[src/rtl/unary_sng_pkg.sv]
// unary_sng_pkg
// Shared definitions for the dual stochastic number generator:
//   - sng_state_e : run-control states (IDLE, RUN)
//   - lfsr_taps   : maximal-length Fibonacci tap masks for widths 3..10
//   - bitrev      : reverses the low w bits of a 10-bit value
// The LFSR taps are only consumed when SNG_LFSR_EN is defined.
package unary_sng_pkg;

    typedef enum logic [0:0] {
        IDLE = 1'b0,
        RUN  = 1'b1
    } sng_state_e;

    localparam int unsigned MAX_WIDTH = 32'd10;

    // Tap mask over state bits: bit W-1 is the oldest bit and is always tapped,
    // which the zero-state insertion in sng_rng relies on.
    function automatic logic [9:0] lfsr_taps(input int unsigned w);
        logic [9:0] t;
        case (w)
            32'd3:   t = 10'b00_0000_0101;
            32'd4:   t = 10'b00_0000_1001;
            32'd5:   t = 10'b00_0001_0010;
            32'd6:   t = 10'b00_0010_0001;
            32'd7:   t = 10'b00_0100_0001;
            32'd8:   t = 10'b00_1000_1110;
            32'd9:   t = 10'b01_0000_1000;
            32'd10:  t = 10'b10_0000_0100;
            default: t = 10'b00_0000_0000;
        endcase
        return t;
    endfunction

    // Reverse all 10 bits, then shift down so only the low w bits remain reversed.
    function automatic logic [9:0] bitrev(input logic [9:0] v, input int unsigned w);
        logic [9:0] r;
        r = 10'b00_0000_0000;
        for (int i = 0; i < 10; i++) begin
            r[i] = v[9 - i];
        end
        return r >> (MAX_WIDTH - w);
    endfunction

endpackage

[src/rtl/sng_rng.sv]
// sng_rng
// WIDTH-bit random source for dual_sng. One full period is 2^WIDTH steps and
// visits every value exactly once.
//   SNG_LFSR_EN defined   : Fibonacci LFSR with zero-state insertion, starts at SEED
//   SNG_LFSR_EN undefined : up-counter starting at 0
// Ports:
//   clk      clock
//   rst_n    asynchronous active-low reset (value returns to its start state)
//   load_i   return to the start state (wins over step_i)
//   step_i   advance one step
//   value_o  current value
module sng_rng
    import unary_sng_pkg::*;
#(
    parameter int unsigned WIDTH = 32'd8,
    parameter int unsigned SEED  = 32'd1
) (
    input  logic             clk,
    input  logic             rst_n,
    input  logic             load_i,
    input  logic             step_i,
    output logic [WIDTH-1:0] value_o
);

    localparam logic [WIDTH-1:0] ZERO = {WIDTH{1'b0}};

    logic [WIDTH-1:0] rng_q;
    logic [WIDTH-1:0] rng_d;
    logic [WIDTH-1:0] rng_next_s;

`ifdef SNG_LFSR_EN
    localparam logic [WIDTH-1:0] INIT      = WIDTH'(SEED);
    localparam logic [9:0]       TAPS_FULL = lfsr_taps(WIDTH);
    localparam logic [WIDTH-1:0] TAPS      = TAPS_FULL[WIDTH-1:0];

    logic feedback_s;

    // Flipping the feedback when all bits but the oldest are zero splices the
    // all-zero state in between 100..0 and 00..01.
    always_comb begin
        feedback_s = (^(rng_q & TAPS)) ^ (rng_q[WIDTH-2:0] == ZERO[WIDTH-2:0]);
        rng_next_s = {rng_q[WIDTH-2:0], feedback_s};
    end
`else
    // The counter always starts at zero; SEED only shapes the LFSR start state.
    localparam logic [WIDTH-1:0] INIT = WIDTH'(SEED) ^ WIDTH'(SEED);

    // Plain up-counter step.
    always_comb begin
        rng_next_s = rng_q + {{(WIDTH-1){1'b0}}, 1'b1};
    end
`endif

    // Next value: load has priority over step.
    always_comb begin
        if (load_i) begin
            rng_d = INIT;
        end else if (step_i) begin
            rng_d = rng_next_s;
        end else begin
            rng_d = rng_q;
        end
    end

    // Random source state register.
    always_ff @(posedge clk or negedge rst_n) begin
        if (!rst_n) begin
            rng_q <= INIT;
        end else begin
            rng_q <= rng_d;
        end
    end

    assign value_o = rng_q;

endmodule

[src/rtl/dual_sng.sv]
// dual_sng
// Dual stochastic number generator: converts two WIDTH-bit operands into two
// 2^WIDTH-bit unipolar streams with exactly val0 / val1 ones per run. Stream 1
// compares against the bit-reversed random value so the streams are weakly
// correlated. Random source mode is selected by the SNG_LFSR_EN macro
// (LFSR when defined, counter/thermometer when undefined).
// Ports:
//   clk, rst_n    clock, asynchronous active-low reset
//   en            advance enable; low freezes the run and drops valid
//   start         load request, taken when start & ready at a rising edge
//   val0, val1    operands (unsigned, WIDTH bits)
//   ready         a start would be accepted this cycle
//   valid         out0/out1 carry a stream bit this cycle
//   out0, out1    stream bits
//   last          final bit of the current run
module dual_sng
    import unary_sng_pkg::*;
#(
    parameter int unsigned WIDTH = 32'd8,
    parameter int unsigned SEED  = 32'd1
) (
    input  logic             clk,
    input  logic             rst_n,
    input  logic             en,
    input  logic             start,
    input  logic [WIDTH-1:0] val0,
    input  logic [WIDTH-1:0] val1,
    output logic             ready,
    output logic             valid,
    output logic             out0,
    output logic             out1,
    output logic             last
);

    localparam logic [WIDTH-1:0] ZERO     = {WIDTH{1'b0}};
    localparam logic [WIDTH-1:0] ONE      = {{(WIDTH-1){1'b0}}, 1'b1};
    localparam logic [WIDTH-1:0] CNT_LAST = {WIDTH{1'b1}};

    sng_state_e       state_q, state_d;
    logic [WIDTH-1:0] v0_q, v0_d;
    logic [WIDTH-1:0] v1_q, v1_d;
    logic [WIDTH-1:0] cnt_q, cnt_d;

    logic [WIDTH-1:0] rng_s;
    logic [9:0]       rng_rev_full_s;
    logic [WIDTH-1:0] rng_rev_s;
    logic             valid_s;
    logic             last_s;
    logic             ready_s;
    logic             accept_s;

    // The random source steps on every valid cycle; an accepted start reloads it,
    // which also covers the back-to-back reload on the last bit.
    sng_rng #(
        .WIDTH (WIDTH),
        .SEED  (SEED)
    ) u_rng (
        .clk     (clk),
        .rst_n   (rst_n),
        .load_i  (accept_s),
        .step_i  (valid_s),
        .value_o (rng_s)
    );

    assign rng_rev_full_s = bitrev(10'(rng_s), WIDTH);
    assign rng_rev_s      = rng_rev_full_s[WIDTH-1:0];

    // Handshake and stream outputs, all derived from registers and en.
    always_comb begin
        valid_s  = (state_q == RUN) & en;
        last_s   = valid_s & (cnt_q == CNT_LAST);
        ready_s  = (state_q == IDLE) | last_s;
        accept_s = start & ready_s;
    end

    // Run control: accept loads operands, each valid cycle counts one bit.
    always_comb begin
        state_d = state_q;
        v0_d    = v0_q;
        v1_d    = v1_q;
        cnt_d   = cnt_q;
        if (accept_s) begin
            state_d = RUN;
            v0_d    = val0;
            v1_d    = val1;
            cnt_d   = ZERO;
        end else if (valid_s) begin
            cnt_d = cnt_q + ONE;
            if (last_s) begin
                state_d = IDLE;
            end else begin
                state_d = RUN;
            end
        end else begin
            state_d = state_q;
        end
    end

    // State, operand and bit-counter registers.
    always_ff @(posedge clk or negedge rst_n) begin
        if (!rst_n) begin
            state_q <= IDLE;
            v0_q    <= ZERO;
            v1_q    <= ZERO;
            cnt_q   <= ZERO;
        end else begin
            state_q <= state_d;
            v0_q    <= v0_d;
            v1_q    <= v1_d;
            cnt_q   <= cnt_d;
        end
    end

    assign ready = ready_s;
    assign valid = valid_s;
    assign last  = last_s;
    assign out0  = valid_s & (rng_s < v0_q);
    assign out1  = valid_s & (rng_rev_s < v1_q);

endmodule

[config.mk]
export PLATFORM = sky130hd
export DESIGN_NAME = dual_sng
export DESIGN_NICKNAME = d
export VERILOG_FILES = /design/src/rtl/unary_sng_pkg.sv /design/src/rtl/sng_rng.sv /design/src/rtl/dual_sng.sv
export SDC_FILE = /design/constraint.sdc
export NUM_CORES = 1
export LEC_CHECK = 0
export ABC_AREA = 0
export CORE_UTILIZATION = 45
export DETAILED_ROUTE_END_ITERATION = 6
export GPL_TIMING_DRIVEN = 0
export PLACE_DENSITY_LB_ADDON = 0.1
export SLEW_MARGIN = 20
export SYNTH_ARGS = -nofsm -noshare
export SYNTH_HDL_FRONTEND = slang
export SYNTH_SLANG_ARGS = --single-unit
[constraint.sdc]
create_clock -name clk -period 2 [get_ports clk]
set_clock_uncertainty 0.2 [all_clocks]
set_input_delay 0.3 -clock clk [delete_from_list [all_inputs] [get_ports clk]]
set_output_delay 0.3 -clock clk [all_outputs]
set_load 0.01 [all_outputs]
## Word level (Yosys, flattened, before mapping)

Cells that the tools add are included.
W data, S select, Z words.

- Register bits: 33
- Output and inout port bits: 5
- Word-level logic and storage cells: 25

- Add/subtract/negate cells: 2
- $lt $le $gt $ge: 2
- Equality and inequality tests: 1
- Muxes and demuxes: 7
- Bitwise gates (word level): 7
- Reduce and logical (&&, ||, !) cells: 1

Operators with widths:

| cell | number |
|---|---|
| $mux W8 | 4 |
| $add A8 B1 Y8 const B | 2 |
| $lt A8 B8 Y1 | 2 |
| $eq A8 B8 Y1 const B | 1 |
| $and A1 B1 Y1 | 5 |
| $mux W1 | 3 |
| $reduce_bool A2 Y1 | 1 |
| $not A1 Y1 | 1 |
| $or A1 B1 Y1 | 1 |

## Depth between registers and ports, before layout

Gate-level depths: netlist (run 1).

- Depth in word-level cells: 5
- Mapped depth: 7
- Depth with buffers taken out: 6

## Modules after synthesis

A second synthesis (run 1) with hierarchy kept.

- Cells, all modules: 185
- Area, all modules: 1886.8 µm²

Modules (own cells, without submodules):

| module | times used | cells each | area each (µm²) |
|---|---|---|---|
| dual_sng | 1 | 148 | 1490.2 |
| sng_rng | 1 | 37 | 396.6 |

## Worst setup path before layout (run 1)

OpenSTA, ideal clock, no wires.

- Path kind: flip-flop to flip-flop
- From: register cnt_q[0]
- To: register v0_q[0]
- Data arrival time: 1532 ps
- Path slack: 143 ps
- Cell stages (with the launch flop): 7
- Buffers on the path: 1
- Period minus slack after synthesis: 1857 ps
- Path through: dfrtp_1 > ha_1 > nand4_2 > o21ai_4 > and2_4 > buf_12 > mux2_4

- Longest elaborated chain between the ends: 4

RTL lines:

| element | RTL line | source |
|---|---|---|
| start, declared | dual_sng.sv:42 | `logic [WIDTH-1:0] cnt_q, cnt_d;` |
| start signal, assigned | dual_sng.sv:110 | `cnt_q <= cnt_d;` |
| $eq A8 B8 Y1 | dual_sng.sv:71 | `last_s = valid_s & (cnt_q == CNT_LAST);` |
| $and A1 B1 Y1 | dual_sng.sv:71 |  |
| $or A1 B1 Y1 | dual_sng.sv:72 | `ready_s = (state_q == IDLE) \| last_s;` |
| via ready | dual_sng.sv:28 | `output logic ready,` |
| $and A1 B1 Y1 | dual_sng.sv:73 | `accept_s = start & ready_s;` |
| end signal, assigned | dual_sng.sv:108 | `v0_q <= v0_d;` |
| end, declared | dual_sng.sv:40 | `logic [WIDTH-1:0] v0_q, v0_d;` |

The timed path passes the listed nets, and every way through them passes these cells.
A chain may end at the register's enable or synchronous reset.

## Final worst setup path (run 1)

- From: register u_rng.rng_q[5] (netlist: u_rng.value_o[5])
- To: output port out1

- Longest elaborated chain between the ends: 2

RTL lines:

| element | RTL line | source |
|---|---|---|
| start, declared | sng_rng.sv:27 | `logic [WIDTH-1:0] rng_q;` |
| start signal, assigned | sng_rng.sv:70 | `rng_q <= rng_d;` |
| $lt A8 B8 Y1 | dual_sng.sv:118 | `assign out1 = valid_s & (rng_rev_s < v1_q);` |
| $and A1 B1 Y1 | dual_sng.sv:118 |  |
| end, declared | dual_sng.sv:31 | `output logic out1,` |

Every way passes these cells.

==> results of run 1 <==
-- state kept, by name (all words and copies together) (netlist names) --
name	flops
v1_q	8
v0_q	8
cnt_q	8
state_q	1
u_rng.value_o	8
-- area by class of cell --
type,count,area [um^2]
inverter,15,56.3
timing repair buffer,38,348
clock inverter,1,5.00
multi-input combinational,111,1080
buffer,4,56.3
fill,320,1490
clock buffer,7,96.3
tap,50,62.6
sequential,33,833
-- logic make-up after synthesis --
logic type / count (synthesis) / synth area share
adder cells (fa/ha/maj): 16 / 0.105
AND/OR/NAND/NOR: 44 / 0.131
XOR/XNOR: 12 / 0.0550
AO/OA/AOI/OAI: 21 / 0.0832
multiplexers: 18 / 0.135
flip-flops: 33 / 0.432
buffers and inverters: 19 / 0.0589
-- per-layer routing --
metal / up-vias / share of wire / GRT usage
li1: 661 / - / -
met1: 709 / 0.46 / 0.276
met2: 30 / 0.49 / 0.334
met3: 7 / 0.038 / 0.0405
met4: 0 / 0.017 / 0.101
met5: - / 0 / 0
-- cells in the final DEF, fill, tap and decap left out, drive strengths merged, types with 2 or more instances in the layout --
cell	count
nand4	8
buf	20
a21o	2
o21a	2
o21bai	2
o211ai	2
xor2	7
mux2	17
ha	16
nor3	6
a211oi	2
o211a	2
nor2	17
clkbuf	8
nand3	2
a211o	2
and2	2
nor3b	3
nand2	3
and3	2
a21oi	4
clkdlybuf4s50	18
dfrtp	33
xnor2	5
inv	15
o21ai	3
-- power by group through the flow --
stage	logic (mW)	registers, mW	clock network (mW)
after global placement	0.648	1.05	0
final	1.05	1.04	0.559
after CTS	0.901	1.01	0.574
after floorplan	0.513	0.991	0
after global routing	1.18	1.05	0.611
after detailed placement	0.701	1.06	0
-- repair_timing --
item | CTS | global route
endpoints found under the setup margin | 5 | 15
endpoints found under the hold margin | 12 | 0
resized for setup | 26 | 12
cloned | 0 | 0
pin swaps | 6 | 15
hold buffers | 1 | 0
buffers inserted | 8 | 4
-- worst max path at each step --
stage | start | end | cells after the start | slack (ns)
floorplan | cnt_q[0]$_DFFE_PN0P_ | v0_q[0]$_DFFE_PN0N_ | 6 | 0.14
global placement | u_rng.value_o[1]$_DFFE_PN0P_ | out0 | 6 | -0.34
detailed placement | u_rng.value_o[2]$_DFFE_PN0P_ | out1 | 5 | -0.34
CTS | u_rng.value_o[5]$_DFFE_PN0P_ | out1 | 6 | -0.19
global route | v1_q[4]$_DFFE_PN0N_ | out1 | 6 | -0.24
finish | u_rng.value_o[5]$_DFFE_PN0P_ | out1 | 6 | -0.16
-- metrics by stage --
| step | worst slack [ns] | utilization |
|---|---|---|
| after floorplan | 0.143 | - |
| after global placement | -0.342 | 0.549 |
| after detailed placement | -0.343 | 0.555 |
| after CTS | -0.190 | 0.605 |
| after global routing | -0.239 | 0.630 |
| final | -0.160 | 0.630 |
-- worst reg2reg max path, delay by kind of cell (launching register included) --
| kind | cells | cell delay, ns |
|---|---|---|
| flops | 1 | 0.41 |
| simple gates | 2 | 0.31 |
| mux | 1 | 0.31 |
| compound gates | 1 | 0.21 |
| fa+ha+maj | 1 | 0.18 |
| buf+inv | 1 | 0.15 |
==> metrics.txt, run 1 <==
Buffers & Inverters on Critical Path=1; io pins=25; CP peak stage delay=0.46 ns; Die W=67.2 um; Post-Syn Area per Cell=11.7 um^2; Die Y=67.2 um; WL/cell=15.8 um; clock share of power=0.211; Placement Rows=23; # setup viols final=2; Via density=5.43; DP HPWL=2760 um; Worst path slowest cell=dfrtp_2; nets=244; violated checks=setup timing; post-synthesis sequential area ratio=0.432; Crit Path Max Fanout=3; Sequential Power Share=0.392; maximum vdd drop=0.398 mV; Power Dens Cells=1040 mW/mm^2; fraction of layout cells with a size suffix above 1=0.340; Starting Density=0.474; final hold vios=0; R2R setup slack=0.12 ns; relative slew slack=0.765; diode count=0; PortBufs=24; grt ovf=0; initial antenna violation count=0; setup tns final=-0.318 ns; clock buffer depth=2; Yosys reg bits=33; Hold Crit Class=primary input to asynchronous set/reset pin; clk_lat worst skew=0.29 ns; Yosys top cell area share=0.432; Switch Pwr=904 uW; DRC violations left=0; Cells after Synth=163; Achievable Freq=0.463 GHz; Pleak=1.16 nW; largest net degree at the start of global routing=22; Arr. time, crit path=1.66 ns; routed vias=1407; top-count cell post-synth=dfrtp_1; Worst setup SP type=flop; Worst Max-Slew Pin Slew=0.352 ns; synth warn=0; CTS tree=yes; Hold Slack=0.244 ns; outcome=finished, violations left; Tot GR Track Use=0.211; Worst EP required=1.50 ns; Max-cap violations=0; area grow syn2layout=32.7%; Final Cell Area=0.00254 mm^2; minimum clock period=2.16 ns; final setup margin=-0.160 ns; worst reg2reg startpoint=cnt_q[1]$_DFFE_PN0P_; final WL=4080 um; period utilization=1.08; Post-Syn Nets=199; Int Pwr=1.74 mW; CP Cell Sequence=ha_4 -> o21ai_2 -> o21bai_1 -> a21oi_2 -> o211a_1 -> buf_2; power after layout=2.65 mW; most frequent cells after synthesis=dfrtp_1 (33), nor2_1 (17), ha_1 (16); ys flop type=dfrtp_1; clk root buf=clkbuf_8; CTS Sinks=33; DRT iter0 DRCs=30; Post-Place Cell Area=0.00224 mm^2; core area=0.00403 mm^2; Reg-to-Reg End=v0_q[5]$_DFFE_PN0N_; RSZ-0062 raised after global routing=true; kind of critical path=flop to output pin; Synth Cell Area=0.00191 mm^2; first-pass GRT wire length=6780 um; critical path capture point type=output pin; area leader, netlist=dfrtp_1; number of global-route vias before repair=1459; EDFF count, synth=0; crit-path leading delay family=compound AO/OA/AOI/OAI gates; Pre-antenna DRT Iters=4; Yosys cell types=35; Async SR Flop Fraction=1.00; switching portion of total power=0.341; H-tree levels=2; Worst R2R Path Depth=6; placed cells=238; CTS Buf Count=5; clock-pin slew on the worst setup and hold paths=0.07 ns; area of the die=0.00451 mm^2; Area contributors post-synth=dfrtp_1 (43%), mux2_4 (12%), ha_1 (10%), nor2_1 (3.3%), xor2_1 (3.2%); Combinational Power Share=0.397; fin cells=259; fin. max-slew vios=0; Post-DRT Antenna Nets=0; GP Congestion=0.763
No activity file was read; power rests on OpenSTA's default activity.
==> run 2: changes to the inputs <==
TNS_END_PERCENT = 30   (was unset)
==> metrics.txt, run 2 (synthesis results as in run 1) <==
Pre-antenna DRT Iters=4; grt ovf=0; Worst EP required=1.50 ns; Die W=67.2 um; CTS Sinks=33; nets=242; critical path capture point type=output pin; CTS tree=yes; Max-cap violations=0; number of global-route vias before repair=1441; Setup WS pre-CTS=-0.343 ns; switching portion of total power=0.343; final WL=4070 um; Achievable Freq=0.463 GHz; initial antenna violation count=0; core area=0.00403 mm^2; Via density=5.43; Starting Density=0.474; fin cells=257; outcome=finished, violations left; Power Dens Cells=1040 mW/mm^2; GP Congestion=0.763; final setup margin=-0.161 ns; clk_lat worst skew=0.29 ns; period utilization=1.08; most common cell after layout, fill and taps aside=dfrtp_1; post-layout util=0.626; kind of critical path=flop to output pin; PortBufs=24; setup tns final=-0.320 ns; Filler cells=323; io pins=25; Combinational Power Share=0.391; H-tree levels=2; Pleak=1.15 nW; WL/cell=15.8 um; Worst Max-Slew Pin Slew=0.352 ns; CTS Buf Count=5; placed cells=238; Sequential Power Share=0.396; Worst setup SP type=flop; violated checks=setup timing; area grow syn2layout=32.0%; diode count=0; Switch Pwr=899 uW; clock share of power=0.213; # setup viols final=2; Placement Rows=23; Crit Path Max Fanout=3; area of the die=0.00451 mm^2; maximum vdd drop=0.391 mV; clock buffer depth=2; clock-pin slew on the worst setup and hold paths=0.07 ns; DRC violations left=0; Tot GR Track Use=0.209; DRT iter0 DRCs=23; minimum clock period=2.16 ns; first-pass GRT wire length=6710 um; most frequent cells in the layout=dfrtp_1 (26), clkdlybuf4s50_1 (18), nor2_1 (17); relative slew slack=0.765; RSZ-0062 raised after global routing=true; fraction of layout cells with a size suffix above 1=0.338; fin. max-slew vios=0; routed vias=1395; largest net degree at the start of global routing=22; DP HPWL=2760 um; Hold Crit Class=primary input to asynchronous set/reset pin; final hold vios=0; Die Y=67.2 um; Arr. time, crit path=1.66 ns; Int Pwr=1.73 mW; clk root buf=clkbuf_8; Post-DRT Antenna Nets=0
[run 2: cell count changes in the layout (fill, tap and decap cells not counted), sizes merged]
cell,before,now
clkbuf,8,7
buf,20,19
[run 2: layer usage]
layer	wire length, um	vias up	track usage
li1	-	654	-
met1	1870	711	0.276
met2	2000	24	0.328
met3	128	6	0.0405
met4	61	0	0.101
met5	0	-	0
[run 2: area by class of cell]
type / instances / area (um^2) / share of cell area
clock buffer: 7 / 96.3 / 0.0382
timing repair buffer: 36 / 333 / 0.132
buffer: 4 / 56.3 / 0.0223
tap: 50 / 62.6 / 0.0248
multi-input combinational: 111 / 1080 / 0.428
sequential: 33 / 835 / 0.331
clock inverter: 1 / 5.00 / 0.00198
inverter: 15 / 56.3 / 0.0223
[run 2: power groups by stage]
stage	Clock [mW]	Sequential, mW	Combinational, mW
floorplan	0	0.991	0.513
global placement	0	1.05	0.648
detailed placement	0	1.06	0.701
CTS	0.574	1.01	0.888
global route	0.611	1.06	1.15
finish	0.560	1.04	1.03
[run 2: critical path, stage by stage, from the launching register on]
cell and delay (ns):
dfrtp_2 0.46, ha_4 0.28, o21ai_2 0.04, o21bai_1 0.16, a21oi_2 0.08, o211a_1 0.21
buf_2 0.13
[run 2: final timing paths]
kind	start	to	slack, ns	cells after the start
min in group clk	v1_q[6]$_DFFE_PN0N_	v1_q[6]$_DFFE_PN0N_	0.31	1
hold reg to reg	v1_q[6]$_DFFE_PN0N_	v1_q[6]$_DFFE_PN0N_	0.31	1
hold / removal	rst_n	v0_q[0]$_DFFE_PN0N_	0.24	2
max in group asynchronous	rst_n	state_q$_DFFE_PN0P_	0.92	3
setup / recovery	u_rng.value_o[5]$_DFFE_PN0P_	out1	-0.16	6
setup reg to reg	cnt_q[0]$_DFFE_PN0P_	v0_q[5]$_DFFE_PN0N_	0.12	6
[run 2: what timing repair did]
action                                  4_1_cts  5_1_grt
gates cloned                                  0        0
hold buffers                                  1        0
endpoints found under the hold margin        12        0
endpoints found under the setup margin        5       19
gates resized for setup                      27       13
buffers inserted                              7        3
pin swaps                                     6       15
[run 2: stage by stage]
| stage | power [mW] | hold slack [ns] | cell area, um^2 |
|---|---|---|---|
| after CTS | 2.47 | 0.253 | 2420 |
| after global placement | 1.70 | 0.296 | 2210 |
| final | 2.62 | 0.244 | 2520 |
| after global routing | 2.82 | 0.293 | 2520 |
| after floorplan | 1.50 | -0.196 | 1910 |
| after detailed placement | 1.77 | 0.0275 | 2240 |
==> run 3: changes to the inputs <==
CORE_UTILIZATION = 39   (was 45)
TNS_END_PERCENT = 50   (was 30)
==> metrics.txt, run 3 (synthesis results as in run 1) <==
area grow syn2layout=29.1%; Tot GR Track Use=0.169; power after layout=2.46 mW; R2R setup slack=0.14 ns; Filler cells=419; Worst R2R Path Depth=6; Die Y=72.0 um; core area=0.00472 mm^2; Post-DRT Antenna Nets=0; CTS tree=yes; most common cell after layout, fill and taps aside=dfrtp_1; fraction of layout cells with a size suffix above 1=0.279; diode count=0; CP Cell Sequence=buf_12 -> ha_4 -> a211o_1 -> a21oi_2 -> o211a_1 -> buf_2; violated checks=setup timing; area of the die=0.00518 mm^2; Arr. time, crit path=1.71 ns; Die W=72.0 um; PortBufs=24; Worst path slowest cell=dfrtp_2; Power Dens Cells=998 mW/mm^2; Starting Density=0.405; nets=240; final WL=3870 um; clock buffer depth=2; Worst EP required=1.50 ns; io pins=25; kind of critical path=flop to output pin; largest net degree at the start of global routing=21; clk root buf=clkbuf_8; area taken by flip-flops and latches=833 um^2; Hold Crit Class=primary input to asynchronous set/reset pin; outcome=finished, violations left; CTS Sinks=33; most frequent cells in the layout=dfrtp_1 (27), clkdlybuf4s50_1 (18), nor2_1 (17); minimum clock period=2.21 ns; Via density=4.83; Crit Path Max Fanout=3; worst reg2reg startpoint=cnt_q[0]$_DFFE_PN0P_; final hold vios=0; RSZ-0062 raised after global routing=true; number of global-route vias before repair=1366; Placement Rows=25; CTS Buf Count=5; GP Congestion=0.766; final setup margin=-0.208 ns; DP HPWL=2750 um; routed vias=1308; WL/cell=14.3 um; H-tree levels=2; Pleak=1.13 nW; DRC violations left=0; fin cells=271; Achievable Freq=0.453 GHz; Worst Max-Slew Pin Slew=0.380 ns; DRT iter0 DRCs=41; Max-cap violations=0; Reg-to-Reg End=v0_q[5]$_DFFE_PN0N_; clk_lat worst skew=0.28 ns; area of the multi-input gates=0.00102 mm^2; placed cells=255; critical path capture point type=output pin; CP peak stage delay=0.44 ns; relative slew slack=0.746; first-pass GRT wire length=6520 um; crit-path leading delay family=compound AO/OA/AOI/OAI gates; # setup viols final=2; Worst setup SP type=flop; fin. max-slew vios=0; grt ovf=0; initial antenna violation count=0; clock-pin slew on the worst setup and hold paths=0.07 ns; Buffers & Inverters on Critical Path=2; period utilization=1.10; Pre-antenna DRT Iters=4; maximum vdd drop=0.656 mV
run 3: layer usage:
metal | part of all wire | up-vias | global-route usage
met5 | 0 | - | 0
met3 | 0.034 | 5 | 0.0431
li1 | - | 651 | -
met1 | 0.45 | 630 | 0.203
met4 | 0.012 | 0 | 0.0588
met2 | 0.50 | 22 | 0.292
run 3: metrics by stage:
stage / cell area [um^2] / utilization / worst slack, ns / hold slack, ns / setup TNS (ns)
6_report: 2470 / 0.522 / -0.208 / 0.264 / -0.333
5_1_grt: 2470 / 0.522 / -0.288 / 0.301 / -0.492
4_1_cts: 2460 / 0.520 / -0.219 / 0.272 / -0.355
3_5_place_dp: 2260 / 0.478 / -0.353 / 0.0399 / -5.42
3_3_place_gp: 2230 / 0.473 / -0.320 / 0.299 / -12.48
2_1_floorplan: 1910 / - / 0.143 / -0.196 / 0
run 3: worst max path at each step:
stage                                            start             endpoint  slack, ns  depth (start not counted)
after global routing      u_rng.value_o[2]$_DFFE_PN0P_                 out1      -0.29                          6
after CTS                 u_rng.value_o[2]$_DFFE_PN0P_                 out1      -0.22                          6
after detailed placement  u_rng.value_o[2]$_DFFE_PN0P_                 out1      -0.35                          5
final                     u_rng.value_o[2]$_DFFE_PN0P_                 out1      -0.21                          6
after floorplan                   cnt_q[0]$_DFFE_PN0P_  v0_q[0]$_DFFE_PN0N_       0.14                          6
after global placement    u_rng.value_o[2]$_DFFE_PN0P_                 out1      -0.32                          5
run 3: power by group:
| group | total [mW] | internal, mW | switching, mW |
|---|---|---|---|
| registers | 1.02 | 0.832 | 0.186 |
| logic | 0.931 | 0.533 | 0.398 |
| clock network | 0.511 | 0.273 | 0.238 |
run 3: area by class of cell:
type	instances	area share
sequential	33	0.338
multi-input combinational	111	0.412
tap	67	0.0340
clock buffer	7	0.0350
timing repair buffer	34	0.135
inverter	15	0.0228
buffer	4	0.0228
run 3: what timing repair did:
| action | CTS | global route |
|---|---|---|
| endpoints found under the hold margin | 13 | 0 |
| setup endpoints to repair | 5 | 15 |
| pin swaps | 4 | 1 |
| hold buffers | 1 | 0 |
| resized for setup | 26 | 1 |
| buffers inserted | 7 | 1 |
